## src/rtl/rr_arb_mux4_if.sv

```systemverilog
// rr_arb_mux4_if: valid/ready bundle around the 4-way round-robin arbiter.
// Ports: in_valid/in_data/in_ready (requester side), out_valid/out_data/out_src/out_ready (downstream side).
interface rr_arb_mux4_if #(
    parameter int WIDTH = 2
);
    logic [3:0]            in_valid;
    logic [3:0][WIDTH-1:0] in_data;
    logic [3:0]            in_ready;
    logic                  out_valid;
    logic [WIDTH-1:0]      out_data;
    logic [1:0]            out_src;
    logic                  out_ready;

    modport master (
        output in_valid,
        output in_data,
        output out_ready,
        input  in_ready,
        input  out_valid,
        input  out_data,
        input  out_src
    );

    modport slave (
        input  in_valid,
        input  in_data,
        input  out_ready,
        output in_ready,
        output out_valid,
        output out_data,
        output out_src
    );
endinterface

```

## src/rtl/rr_arb_mux4.sv

```systemverilog
// rr_arb_mux4: fair 4-input round-robin arbiter feeding a one-hot AND-OR mux and output register.
// Ports: clk, rst_n (async active-low), bus (slave modport: requesters in, registered beat out).
module rr_arb_mux4 #(
    parameter int WIDTH = 2
) (
    input logic         clk,
    input logic         rst_n,
    rr_arb_mux4_if.slave bus
);
    logic [1:0]       ptr;
    logic             can_load;
    logic [3:0]       gnt;
    logic [1:0]       gnt_idx;
    logic [3:0]       ready;
    logic [WIDTH-1:0] sel_data;
    logic             fire;

    logic             ov_q;
    logic [WIDTH-1:0] od_q;
    logic [1:0]       os_q;

    assign can_load = !ov_q || bus.out_ready;

    // Scan starts at ptr and wraps; first valid requester wins.
    always_comb begin
        logic       found;
        logic [1:0] idx;
        found   = 1'b0;
        idx     = 2'd0;
        gnt     = 4'b0000;
        gnt_idx = 2'd0;
        for (int k = 0; k < 4; k++) begin
            idx = ptr + 2'(k);
            if (!found && bus.in_valid[idx]) begin
                found        = 1'b1;
                gnt[idx]     = 1'b1;
                gnt_idx      = idx;
            end
        end
    end

    // Ready is suppressed during reset so no beat is offered while the
    // output register is being cleared.
    assign ready        = (can_load && rst_n) ? gnt : 4'b0000;
    assign fire         = |ready;
    assign bus.in_ready = ready;

    // One-hot AND-OR select: no priority chain on the data path.
    always_comb begin
        sel_data = '0;
        for (int i = 0; i < 4; i++) begin
            sel_data = sel_data | (bus.in_data[i] & {WIDTH{gnt[i]}});
        end
    end

    always_ff @(posedge clk or negedge rst_n) begin
        if (!rst_n) begin
            ptr  <= 2'd0;
            ov_q <= 1'b0;
            od_q <= '0;
            os_q <= 2'd0;
        end else if (fire) begin
            ov_q <= 1'b1;
            od_q <= sel_data;
            os_q <= gnt_idx;
            ptr  <= gnt_idx + 2'd1;
        end else if (bus.out_ready) begin
            ov_q <= 1'b0;
        end
    end

    assign bus.out_valid = ov_q;
    assign bus.out_data  = od_q;
    assign bus.out_src   = os_q;
endmodule

```

## src/flat_wrapper.sv

```systemverilog
// flat-port wrapper written by rule: the top's interface ports become plain ports
module rr_arb_mux4_flat 
#(
    parameter int WIDTH = 2
)
  (clk, rst_n, bus_in_valid, bus_in_data, bus_out_ready, bus_in_ready, bus_out_valid, bus_out_data, bus_out_src);
  rr_arb_mux4_if #(.WIDTH(WIDTH)) bus_i ();
  input logic clk;
  input logic rst_n;
  input wire logic [$bits(bus_i.in_valid)-1:0] bus_in_valid;
  input wire logic [$bits(bus_i.in_data)-1:0] bus_in_data;
  input wire logic [$bits(bus_i.out_ready)-1:0] bus_out_ready;
  output wire logic [$bits(bus_i.in_ready)-1:0] bus_in_ready;
  output wire logic [$bits(bus_i.out_valid)-1:0] bus_out_valid;
  output wire logic [$bits(bus_i.out_data)-1:0] bus_out_data;
  output wire logic [$bits(bus_i.out_src)-1:0] bus_out_src;
  assign bus_i.in_valid = bus_in_valid;
  assign bus_i.in_data = bus_in_data;
  assign bus_i.out_ready = bus_out_ready;
  assign bus_in_ready = bus_i.in_ready;
  assign bus_out_valid = bus_i.out_valid;
  assign bus_out_data = bus_i.out_data;
  assign bus_out_src = bus_i.out_src;
  rr_arb_mux4 #(.WIDTH(WIDTH)) u_core (.clk(clk), .rst_n(rst_n), .bus(bus_i));
endmodule
```

## config.mk

```make
export PLATFORM = sky130hd
export DESIGN_NAME = rr_arb_mux4_flat
export DESIGN_NICKNAME = d
export VERILOG_FILES = /design/src/rtl/rr_arb_mux4_if.sv /design/src/rtl/rr_arb_mux4.sv /design/src/flat_wrapper.sv
export SDC_FILE = /design/constraint.sdc
export NUM_CORES = 1
export LEC_CHECK = 0
export BUFFER_PORTS_ARGS = -buffer_cell sky130_fd_sc_hd__buf_2
export CORE_UTILIZATION = 30
export CTS_CLUSTER_DIAMETER = 40
export DETAILED_ROUTE_END_ITERATION = 6
export SKIP_LAST_GASP = 1
export SYNTH_ARGS = -nofsm -noshare
export SYNTH_HDL_FRONTEND = slang
export SYNTH_SLANG_ARGS = --single-unit
```

## constraint.sdc

```tcl
create_clock -name clk -period 9.5 [get_ports clk]
set_input_delay 1.425 -clock clk [delete_from_list [all_inputs] [get_ports clk]]
set_output_delay 1.425 -clock clk [all_outputs]
set_load 0.03 [all_outputs]
```

## Word-level counts from Yosys, hierarchy flattened

Index checks and enable logic that the tools add are counted.

| storage, ports and cells | value |
|---|---|
| register bits | 7 |
| bits in latches | 0 |
| memory bits (writable) | 0 |
| memory bits (read-only) | 0 |
| input port bits | 15 |
| output and inout bits | 9 |
| logic and storage cells | 71 |
| memories | 0 |

| cells by class | value |
|---|---|
| add/subtract/negate cells | 4 |
| $mul | 0 |
| divide/modulo/power cells | 0 |
| magnitude comparators | 8 |
| equality and inequality tests | 0 |
| shift-type cells | 0 |
| multiplexer cells | 30 |
| bitwise operators | 10 |
| reductions and logical operators | 15 |

Operator list:

| kind | count |
|---|---|
| two-way mux 4 bit | 5 |
| two-way mux 1 bit | 13 |
| < comparator 2 x 3 -> 1 bit, second input constant | 4 |
| OR 4 bit | 3 |
| bitwise AND 2 bit | 4 |
| binary-select mux 1 bit (select 2 bit) | 4 |
| demux 1 bit (select 2 bit) | 4 |
| >= comparator 2 x 1 -> 1 bit, second input constant | 4 |
| logical AND 1 bit | 8 |
| two-way mux 2 bit | 4 |
| OR 2 bit | 3 |
| adder 2 x 1 -> 2 bit, second input constant | 2 |
| adder 2 bit, second input constant | 2 |
| logical NOT 1 bit | 4 |
| OR reduction 4 bit | 1 |
| nonzero test 2 bit | 1 |
| logical OR 1 bit | 1 |

## Logic depth before layout (Yosys ltp)

| depth | value |
|---|---|
| depth in word-level cells | 16 |
| depth in mapped cells | 11 |
| depth with buffers taken out | 8 |

## Least setup slack after synthesis

OpenSTA, ideal clock, no wires.

| timing | value |
|---|---|
| path type | input -> output |
| from | input port bus_in_valid[2] |
| to | output port bus_in_ready[2] |
| data arrival time | 3.041 ns |
| required time | 8.075 ns |
| slack | 5.034 ns |
| cell stages on the path | 5 |
| buffers on the path | 0 |
| cell sequence | mux4_2 or3b_1 a21oi_1 nor3_1 nor2_1 |

| between the ends | value |
|---|---|
| longest elaborated chain between the ends | 13 |

RTL lines:

| what | RTL line | text |
|---|---|---|
| from (decl) | flat_wrapper.sv:10 | `input wire logic [$bits(bus_i.in_valid)-1:0] bus_in_valid;` |
| binary-select mux 1 bit (select 2 bit) | rr_arb_mux4.sv:34 | `if (!found && bus.in_valid[idx]) begin` |
| two-way mux 1 bit (not written as such) | rr_arb_mux4.sv:34 |  |
| two-way mux 1 bit | rr_arb_mux4.sv:34 |  |
| logical NOT 1 bit | rr_arb_mux4.sv:34 |  |
| logical AND 1 bit | rr_arb_mux4.sv:34 |  |
| two-way mux 1 bit | rr_arb_mux4.sv:34 |  |
| logical NOT 1 bit | rr_arb_mux4.sv:34 |  |
| logical AND 1 bit | rr_arb_mux4.sv:34 |  |
| two-way mux 1 bit | rr_arb_mux4.sv:34 |  |
| logical NOT 1 bit | rr_arb_mux4.sv:34 |  |
| logical AND 1 bit | rr_arb_mux4.sv:34 |  |
| two-way mux 4 bit * | rr_arb_mux4.sv:34 |  |
| two-way mux 4 bit * | rr_arb_mux4.sv:44 | `assign ready = (can_load && rst_n) ? gnt : 4'b0000;` |
| to (decl) | flat_wrapper.sv:13 | `output wire logic [$bits(bus_i.in_ready)-1:0] bus_in_ready;` |

Every way passes the cells marked *; elsewhere a longest branch is shown, timed or not. The select of a mux whose other input is x is not followed.

## Final worst setup path

Ends and elaborated chain as after synthesis.

==> run metrics <==
Mapped Area 861 um^2; ys flop type dfrtp_1; WL/cell 12.5 um; Static Leakage 0.522 nW; All-Layer GR Usage 0.135; number of iterations in the first detailed-routing pass 4; Final GP Congestion 0.770; drt drc 0; kind of critical path in2out; num rows 19; CTS Buffer Depth 2; maximum clock frequency 217 MHz; number of global-route vias before repair 792; family with the most delay on the worst path simple AND/OR/NAND/NOR gates; Yosys reg bits 7; Hold WS 0.504 ns; Initial Utilization 0.315; htree depth 1; die width 55.6 um; Clock transition at path regs 0.05 ns; post-DP HPWL 1540 um; Synth Warn # 0; Reg2Reg Setup Slack 6.04 ns; CTS hold repair buffers 0; Skew-Pair Late Insertion Delay 0.25 ns; postcts setup bufs 0; I/O pins 24; Vias/cell 5.12; CTS tree built; final net count 147; core area 2730 um^2; Tightest Pin Transition 0.709 ns; sequential share of the synthesized area 0.203; number of max-cap violations 0; antenna fix cells 0; fin crit share 0.485; Post-Syn Area per Cell 8.61 um^2; minimum clock period 4.61 ns; post-route ant nets 0; status finished clean; Worst EP required 8.08 ns; via count 794; final setup TNS 0 ns; Sink Count 7; Die ar. 3090 um^2; Post-synth EDFFs 0; CP endpoint kind output port; worst clock skew 0.00301 ns; initial antenna violation count 0; Critical Path Max Stage Delay 0.58 ns; final setup vio count 0; Synth cell types 31; largest net degree at the start of global routing 18; WL final 1930 um; pwr dens 358 nW/um^2; crit path cell chain buf_2 > mux4_2 > or3b_1 > a21oi_1 > nor3_1 > nor2_1 > buf_2; total gr overflow 0; first-pass GRT wire length 3370 um; syn nets 122; Synth async-reset ratio 1.00; post-CTS sizing 0; layout cells sized above 1 0.274; synthesis-to-layout area growth 18.6%; critical-path maximum fanout 10; die height 55.6 um; final slew viol count 0; CP bufs+invs 2; relative slew slack 0.514; Critical Path Start Type primary input; slowest CP cell mux4_2; peak supply drop 0.000205 V; final hold vios 0; Worst EP arrival 3.18 ns; port bufs 23; unrepaired setup endpoints after global routing false; Mapped Cells 100; Final Util 0.373; overall power 0.365 mW; Initial DRC Count 20; Hold Path Class reg2reg; CTS buffer count 3; Most common cell on crit path buf_2; Root Buffer clkbuf_4
## report_power, final
part           internal [mW]  leakage [nW]  switching [mW]
Clock                 0.0160        0.0150          0.0109
Sequential            0.0459        0.0836          0.0235
Combinational          0.115         0.424           0.154
Total                  0.177         0.522           0.188
## path summary, 6_finish.rpt
kind                                           start                      to  depth (start not counted)
worst max-delay path                 bus_in_valid[2]         bus_in_ready[2]                          7
worst max register to register         u_core.ptr[0]   u_core.bus.out_src[0]                          8
worst min-delay path            u_core.bus.out_valid    u_core.bus.out_valid                          2
worst min register to register  u_core.bus.out_valid    u_core.bus.out_valid                          2
min in group asynchronous                      rst_n  u_core.bus.out_data[1]                          1
max in group asynchronous                      rst_n   u_core.bus.out_src[0]                          1
## registers in the layout (all words and copies together) (netlist names)
| register | count |
|---|---|
| u_core.bus.out_data | 2 |
| u_core.bus.out_valid | 1 |
| u_core.ptr | 2 |
| u_core.bus.out_src | 2 |
## per-layer routing
layer	routed length, um	global-route usage	share of wire
met1	968	0.173	0.50
met2	856	0.225	0.44
met3	108	0.0375	0.056
met4	0	0.0321	0
met5	0	0	0
## cell usage after synthesis, types with 3 or more instances
cell type / count / area share
and2_1: 3 / 0.022
o21ai_1: 3 / 0.017
ha_1: 7 / 0.10
mux2_4: 3 / 0.052
nor2_1: 6 / 0.026
a21oi_1: 3 / 0.017
o31ai_1: 6 / 0.052
dfrtp_1: 7 / 0.20
mux2i_1: 7 / 0.081
o21ai_0: 4 / 0.023
nor3b_1: 3 / 0.026
nand2_1: 8 / 0.035
or3b_1: 4 / 0.041
inv_1: 9 / 0.039
nor3_1: 5 / 0.029
## tightest hold or removal path, stage by stage, from the launching register on
cell      delay [ns]
dfrtp_1         0.33
nand2b_1        0.08
nand2_1         0.06
## through the flow
step / std cells / cell area (um^2) / setup WS (ns)
6_report: 155 / 1020 / 4.89
5_1_grt: 155 / 1020 / 4.70
4_1_cts: 155 / 1020 / 4.89
3_5_place_dp: 151 / 995 / 4.89
3_3_place_gp: 151 / 995 / 4.94
2_1_floorplan: 100 / 861 / 5.03
## logic make-up (layout without fill, tap and decap cells)
logic type / after synthesis / in the layout / share of synthesized area
flops: 7 / 7 / 0.203
compound gates: 27 / 27 / 0.218
mux: 12 / 12 / 0.186
xor+xnor: 1 / 1 / 0.0102
simple gates: 33 / 33 / 0.214
buf+inv: 13 / 37 / 0.0668
fa+ha+maj: 7 / 7 / 0.102
## area by class of cell
class | instances | area (um^2)
inverters | 10 | 37.5
fillers | 297 | 1710
multi-input cells | 80 | 628
repair buffers | 23 | 115
well taps | 31 | 38.8
flip-flops and latches | 7 | 175
clock buffers | 4 | 26.3
## layout by cell type (no fill, tap or decap), types with 2 or more instances in the layout
master,instances
a21boi_0,2
a21oi_1,3
a21oi_2,2
a221oi_1,2
and2_1,3
and3b_1,2
buf_2,23
clkbuf_4,3
dfrtp_1,7
ha_1,7
inv_1,9
mux2_4,3
mux2i_1,7
mux4_2,2
nand2_1,8
nor2_1,6
nor3_1,5
nor3b_1,3
o2111ai_1,2
o21ai_0,4
o21ai_1,3
o31ai_1,6
or3b_1,4
No activity file was read; power rests on OpenSTA's default activity.
